[config.mk]
export PLATFORM = sky130hd
export DESIGN_NAME = key_bounce_gen
export DESIGN_NICKNAME = d
export VERILOG_FILES = /design/src/rtl/key_bounce_gen.sv
export SDC_FILE = /design/constraint.sdc
export NUM_CORES = 1
export LEC_CHECK = 0
export CAP_MARGIN = 10
export CORE_ASPECT_RATIO = 0.8
export CORE_UTILIZATION = 35
export CTS_BUF_LIST = sky130_fd_sc_hd__clkbuf_2 sky130_fd_sc_hd__clkbuf_4 sky130_fd_sc_hd__clkbuf_8
export CTS_CLUSTER_SIZE = 30
export DETAILED_ROUTE_END_ITERATION = 10
export GPL_ROUTABILITY_DRIVEN = 0
export PLACE_DENSITY = 0.6
export SLEW_MARGIN = 5
export SYNTH_ARGS = -nofsm -noshare
export SYNTH_HDL_FRONTEND = slang
export SYNTH_SLANG_ARGS = --single-unit
[constraint.sdc]
create_clock -name clk -period 2.7 [get_ports clk]
set_clock_uncertainty 0.2 [all_clocks]
set_input_delay 0.54 -clock clk [delete_from_list [all_inputs] [get_ports clk]]
set_output_delay 0.54 -clock clk [all_outputs]
set_load 0.005 [all_outputs]
[src/rtl/key_bounce_gen.sv]
// key_bounce_gen: emulates a mechanical key press/release on an active-low line,
// with LFSR-timed contact bounce before and after a programmable stable-low hold.
module key_bounce_gen #(
    parameter int          BOUNCE_NUM = 3,
    parameter int          BOUNCE_W   = 4,
    parameter logic [15:0] SEED       = 16'hACE1
) (
    input  logic        clk,
    input  logic        rst,
    input  logic        press_req,
    input  logic        abort,
    input  logic [19:0] hold_cycles,
    output logic        key_out,
    output logic        busy,
    output logic        done
);
    typedef enum logic [1:0] {IDLE, BOUNCE_DN, HOLD, BOUNCE_UP} state_t;

    localparam logic [BOUNCE_W:0] SEG_ONE  = {{BOUNCE_W{1'b0}}, 1'b1};
    localparam logic [4:0]        SEG_LAST = 5'(2 * BOUNCE_NUM - 1);
    localparam logic              HAS_BNC  = BOUNCE_NUM > 0;

    state_t            state_q, state_d;
    logic              key_q, key_d, busy_q, busy_d, done_q, done_d;
    logic [15:0]       lfsr_q, lfsr_d;
    logic [BOUNCE_W:0] seg_cnt_q, seg_cnt_d, seg_w;
    logic [4:0]        seg_idx_q, seg_idx_d;
    logic [19:0]       hold_cnt_q, hold_cnt_d, hold_q, hold_d, hold_eff;

    assign seg_w    = {1'b0, lfsr_q[BOUNCE_W-1:0]} + SEG_ONE;
    assign hold_eff = (hold_cycles == 20'd0) ? 20'd1 : hold_cycles;

    always_comb begin
        state_d    = state_q;
        key_d      = key_q;
        done_d     = 1'b0;
        seg_cnt_d  = seg_cnt_q;
        seg_idx_d  = seg_idx_q;
        hold_cnt_d = hold_cnt_q;
        hold_d     = hold_q;
        // Galois form of x^16+x^14+x^13+x^11+1, free-running
        lfsr_d     = {1'b0, lfsr_q[15:1]} ^ (lfsr_q[0] ? 16'hB400 : 16'h0000);
        case (state_q)
            IDLE: begin
                if (press_req && !abort) begin
                    key_d     = 1'b0;
                    hold_d    = hold_eff;
                    seg_idx_d = 5'd0;
                    if (HAS_BNC) begin
                        state_d   = BOUNCE_DN;
                        seg_cnt_d = seg_w;
                    end else begin
                        state_d    = HOLD;
                        hold_cnt_d = hold_eff;
                    end
                end
            end
            BOUNCE_DN, BOUNCE_UP: begin
                if (seg_cnt_q == SEG_ONE) begin
                    if (seg_idx_q == SEG_LAST) begin
                        seg_idx_d = 5'd0;
                        seg_cnt_d = '0;
                        key_d     = (state_q == BOUNCE_UP);
                        if (state_q == BOUNCE_DN) begin
                            state_d    = HOLD;
                            hold_cnt_d = hold_q;
                        end else begin
                            state_d = IDLE;
                            done_d  = 1'b1;
                        end
                    end else begin
                        seg_idx_d = seg_idx_q + 5'd1;
                        seg_cnt_d = seg_w;
                        key_d     = ~key_q;
                    end
                end else begin
                    seg_cnt_d = seg_cnt_q - SEG_ONE;
                end
            end
            HOLD: begin
                if (hold_cnt_q == 20'd1) begin
                    hold_cnt_d = 20'd0;
                    key_d      = 1'b1;
                    if (HAS_BNC) begin
                        state_d   = BOUNCE_UP;
                        seg_cnt_d = seg_w;
                        seg_idx_d = 5'd0;
                    end else begin
                        state_d = IDLE;
                        done_d  = 1'b1;
                    end
                end else begin
                    hold_cnt_d = hold_cnt_q - 20'd1;
                end
            end
            default: state_d = IDLE;
        endcase
        // abort overrides everything, including a completing sequence's done
        if (abort && state_q != IDLE) begin
            state_d    = IDLE;
            key_d      = 1'b1;
            done_d     = 1'b0;
            seg_cnt_d  = '0;
            seg_idx_d  = 5'd0;
            hold_cnt_d = 20'd0;
        end
        busy_d = (state_d != IDLE);
    end

    always_ff @(posedge clk or posedge rst) begin
        if (rst) begin
            state_q    <= IDLE;
            key_q      <= 1'b1;
            busy_q     <= 1'b0;
            done_q     <= 1'b0;
            lfsr_q     <= SEED;
            seg_cnt_q  <= '0;
            seg_idx_q  <= 5'd0;
            hold_cnt_q <= 20'd0;
            hold_q     <= 20'd0;
        end else begin
            state_q    <= state_d;
            key_q      <= key_d;
            busy_q     <= busy_d;
            done_q     <= done_d;
            lfsr_q     <= lfsr_d;
            seg_cnt_q  <= seg_cnt_d;
            seg_idx_q  <= seg_idx_d;
            hold_cnt_q <= hold_cnt_d;
            hold_q     <= hold_d;
        end
    end

    assign key_out = key_q;
    assign busy    = busy_q;
    assign done    = done_q;
endmodule

==> reports/metrics.cfg, run 1 <==
[floorplanning]
die_w_um=114
die_h_um=91.6
start_util_pct=36.2
pin_count=27
fp-row-count=32
dieArea_um2=10400
core_um2=9690

[cts]
cts_tree=yes
numCtsBuffers=9
root_buffer=clkbuf_8
cts.path.max_buffers=2
ctsResizeCount=0
postCtsHoldBufs=0
path_clk_slew_ns=0.08
clk-insertion-delay-late_ns=0.36
htree_levels=3
clock-sinks=71
post_cts_buffers=0

[placement]
dp_hpwl_um=5770
preCtsSetupSlack_ns=0.197
port_buffers=26
placed_area_um2=4070

[cells_and_area]
area_growth_pct=21.7
num-fill-cells=966
multiInputGateArea_um2=1610
antennaDiodeCount=0
drive_gt1_share_pct=18.4
finalInstanceArea_um2=4270
seq_area_um2=1790
nets=402

[timing]
max_slew_margin_pct=62.1
period_needed_ns=2.51
rsz0062_at_grt=false
final_hold_viol_count=0
fmax_ghz=0.398
period_share_pct=93.0
setup_viol=0
setup_tns_ns=0
worst_pin_slew_ns=0.568
slew_violations=0
fin_ws_ns=0.190

[outcome]
status=completed

[worst_setup_path]
crit_type=reg2reg
worstPathRequired_ns=2.76
r2r_start=hold_cnt_q[5]$_DFFE_PP0P_
crit_start=hold_cnt_q[5]$_DFFE_PP0P_
worstSetupStartpointType=flop
critPathMaxFanout=8
cp-end-kind=flop
worstRegToRegCells=5
cp.arrival_ns=2.57

[logic_synthesis]
syn-instance-count=327
yosysSeqAreaShare_pct=51.0
synth_top_area_share_pct=44.2
synthMostInstantiatedCell=dfrtp_1
ys_async_sr_fraction_pct=100
syn_avg_cell_area_um2=10.7
ys_seq_elements=71
synth_edf_count=0
yosys.area.top_type=dfrtp_1
synth.net_count=358
syn-cell-area_um2=3510
yosysUniqueCellTypes=61
yosys_warnings=0
ys.flop_type=dfrtp_1
synth_commonest_cells=62 x dfrtp_1, 25 x o21ai_1, 23 x nand2_1, 16 x a22oi_1, 16 x nor2_1
synth_area_leaders=dfrtp_1 44%, dfstp_2 6.7%, mux2_1 3.9%, o21ai_1 3.6%, a22oi_1 3.4%

[routing]
routedWlPerCell_um=15.7
drtIter0Drc=219
vias=2730
routed_wl_um=8020
first_pass_iters=4
viasPerCell=5.33
drtAntennaViolNets=0
drc_errors=0

[grt]
antenna_found_initial=0
grtUsageTotal_pct=17.1
grt_max_degree=57
grt_pass1_wl_um=13600
grt_pass1_vias=2609
overflow=0

[hold_path]
min_from=lfsr_q[4]$_DFF_PP0_
min_path_type=reg2reg
whs_path_depth=0

[power_and_ir_drop]
peakVddDrop_mv=0.265
leakagePower_nw=1.80
powerDensity_nw_per_um2=577

[run]
drv_cap=0

[through the flow]
stage | utilization (%) | std cells | hold slack (ns) | total power, mW
after floorplan | - | 327 | 0.131 | 1.47
after global placement | 42.0 | 496 | 0.136 | 1.63
after detailed placement | 42.0 | 496 | 0.136 | 1.63
after CTS | 44.1 | 512 | 0.155 | 2.49
after global routing | 44.1 | 512 | 0.161 | 2.60
final | 44.1 | 512 | 0.150 | 2.46
[layout make-up]
cell class / instances / share of cell area [%]
clock inverters: 7 / 1.70
repair buffers: 51 / 11.1
well taps: 136 / 3.98
clock buffers: 9 / 2.90
inverters: 10 / 0.879
flip-flops and latches: 71 / 41.9
multi-input cells: 228 / 37.6
[layout by cell type (no fill, tap or decap), types with 3 or more instances in the layout]
cell type,instances
nand2_1,23
mux2_2,7
a22oi_1,16
buf_4,23
nor4_1,10
a21oi_1,10
dfrtp_1,62
nand3_1,6
a31oi_1,3
or4_1,3
or3_1,3
nor2_1,16
inv_1,7
nor3_1,11
o21ai_1,25
clkdlybuf4s50_1,26
dfstp_2,9
o31ai_1,3
inv_2,3
mux2_1,12
nor4b_1,4
xor2_1,9
o21bai_1,3
o21ai_0,4
ha_1,7
clkbuf_8,9
a32oi_1,3
xnor2_1,7
o221ai_1,3
nand2b_1,3
[power breakdown]
group / internal, mW / switching (mW) / leakage [nW] / total, mW
Clock: 0.427 / 0.419 / 0.0956 / 0.846
Sequential: 1.15 / 0.0747 / 0.902 / 1.23
Combinational: 0.197 / 0.194 / 0.804 / 0.391
Total: 1.77 / 0.687 / 1.80 / 2.46
[routing by layer]
layer | share of wire (%) | vias to the layer above | GRT usage [%]
li1 | - | 1311 | -
met1 | 52 | 1343 | 25.9
met2 | 40 | 72 | 22.4
met3 | 6.6 | 4 | 5.47
met4 | 0.85 | 0 | 5.84
met5 | 0 | - | 0
[logic make-up after synthesis]
logic type      share of synthesized area, %
fa+ha+maj                               2.50
buf+inv                                 3.46
xor+xnor                                3.99
flops                                   51.0
compound gates                          17.4
simple gates                            15.5
mux                                     6.10
[flip-flops by register name, indices dropped and copies added (netlist names)]
signal and count:
hold_q 20, key_out 1, busy 1, done 1, seg_idx_q 5, seg_cnt_q 5
hold_cnt_q 20, lfsr_q 16, state_q 2
[path summary, 6_finish.rpt]
check / to / slack, ns
max in group asynchronous: key_out$_DFFE_PP1P_ / 1.37
setup / recovery: key_out$_DFFE_PP1P_ / 0.19
setup reg to reg: key_out$_DFFE_PP1P_ / 0.19
hold reg to reg: lfsr_q[3]$_DFF_PP0_ / 0.15
hold / removal: lfsr_q[3]$_DFF_PP0_ / 0.15
min in group asynchronous: hold_q[18]$_DFFE_PP0P_ / 0.27
[critical path: stages (launching register included)]
cell and delay, ns:
dfrtp_1 0.43, or4_4 0.62, and4bb_2 0.42, a31oi_4 0.11, or2_1 0.27, a2111oi_2 0.35
Power figures use the tool's default switching activity.
==> run 2, diff against run 1 <==
--- a/constraint.sdc
+++ b/constraint.sdc
@@ -4,2 +4,2 @@
 set_output_delay 0.54 -clock clk [all_outputs]
-set_load 0.005 [all_outputs]
+set_load 0.01 [all_outputs]
==> results of run 2 <==
The final DEF is identical to that of run 1. Status: completed.
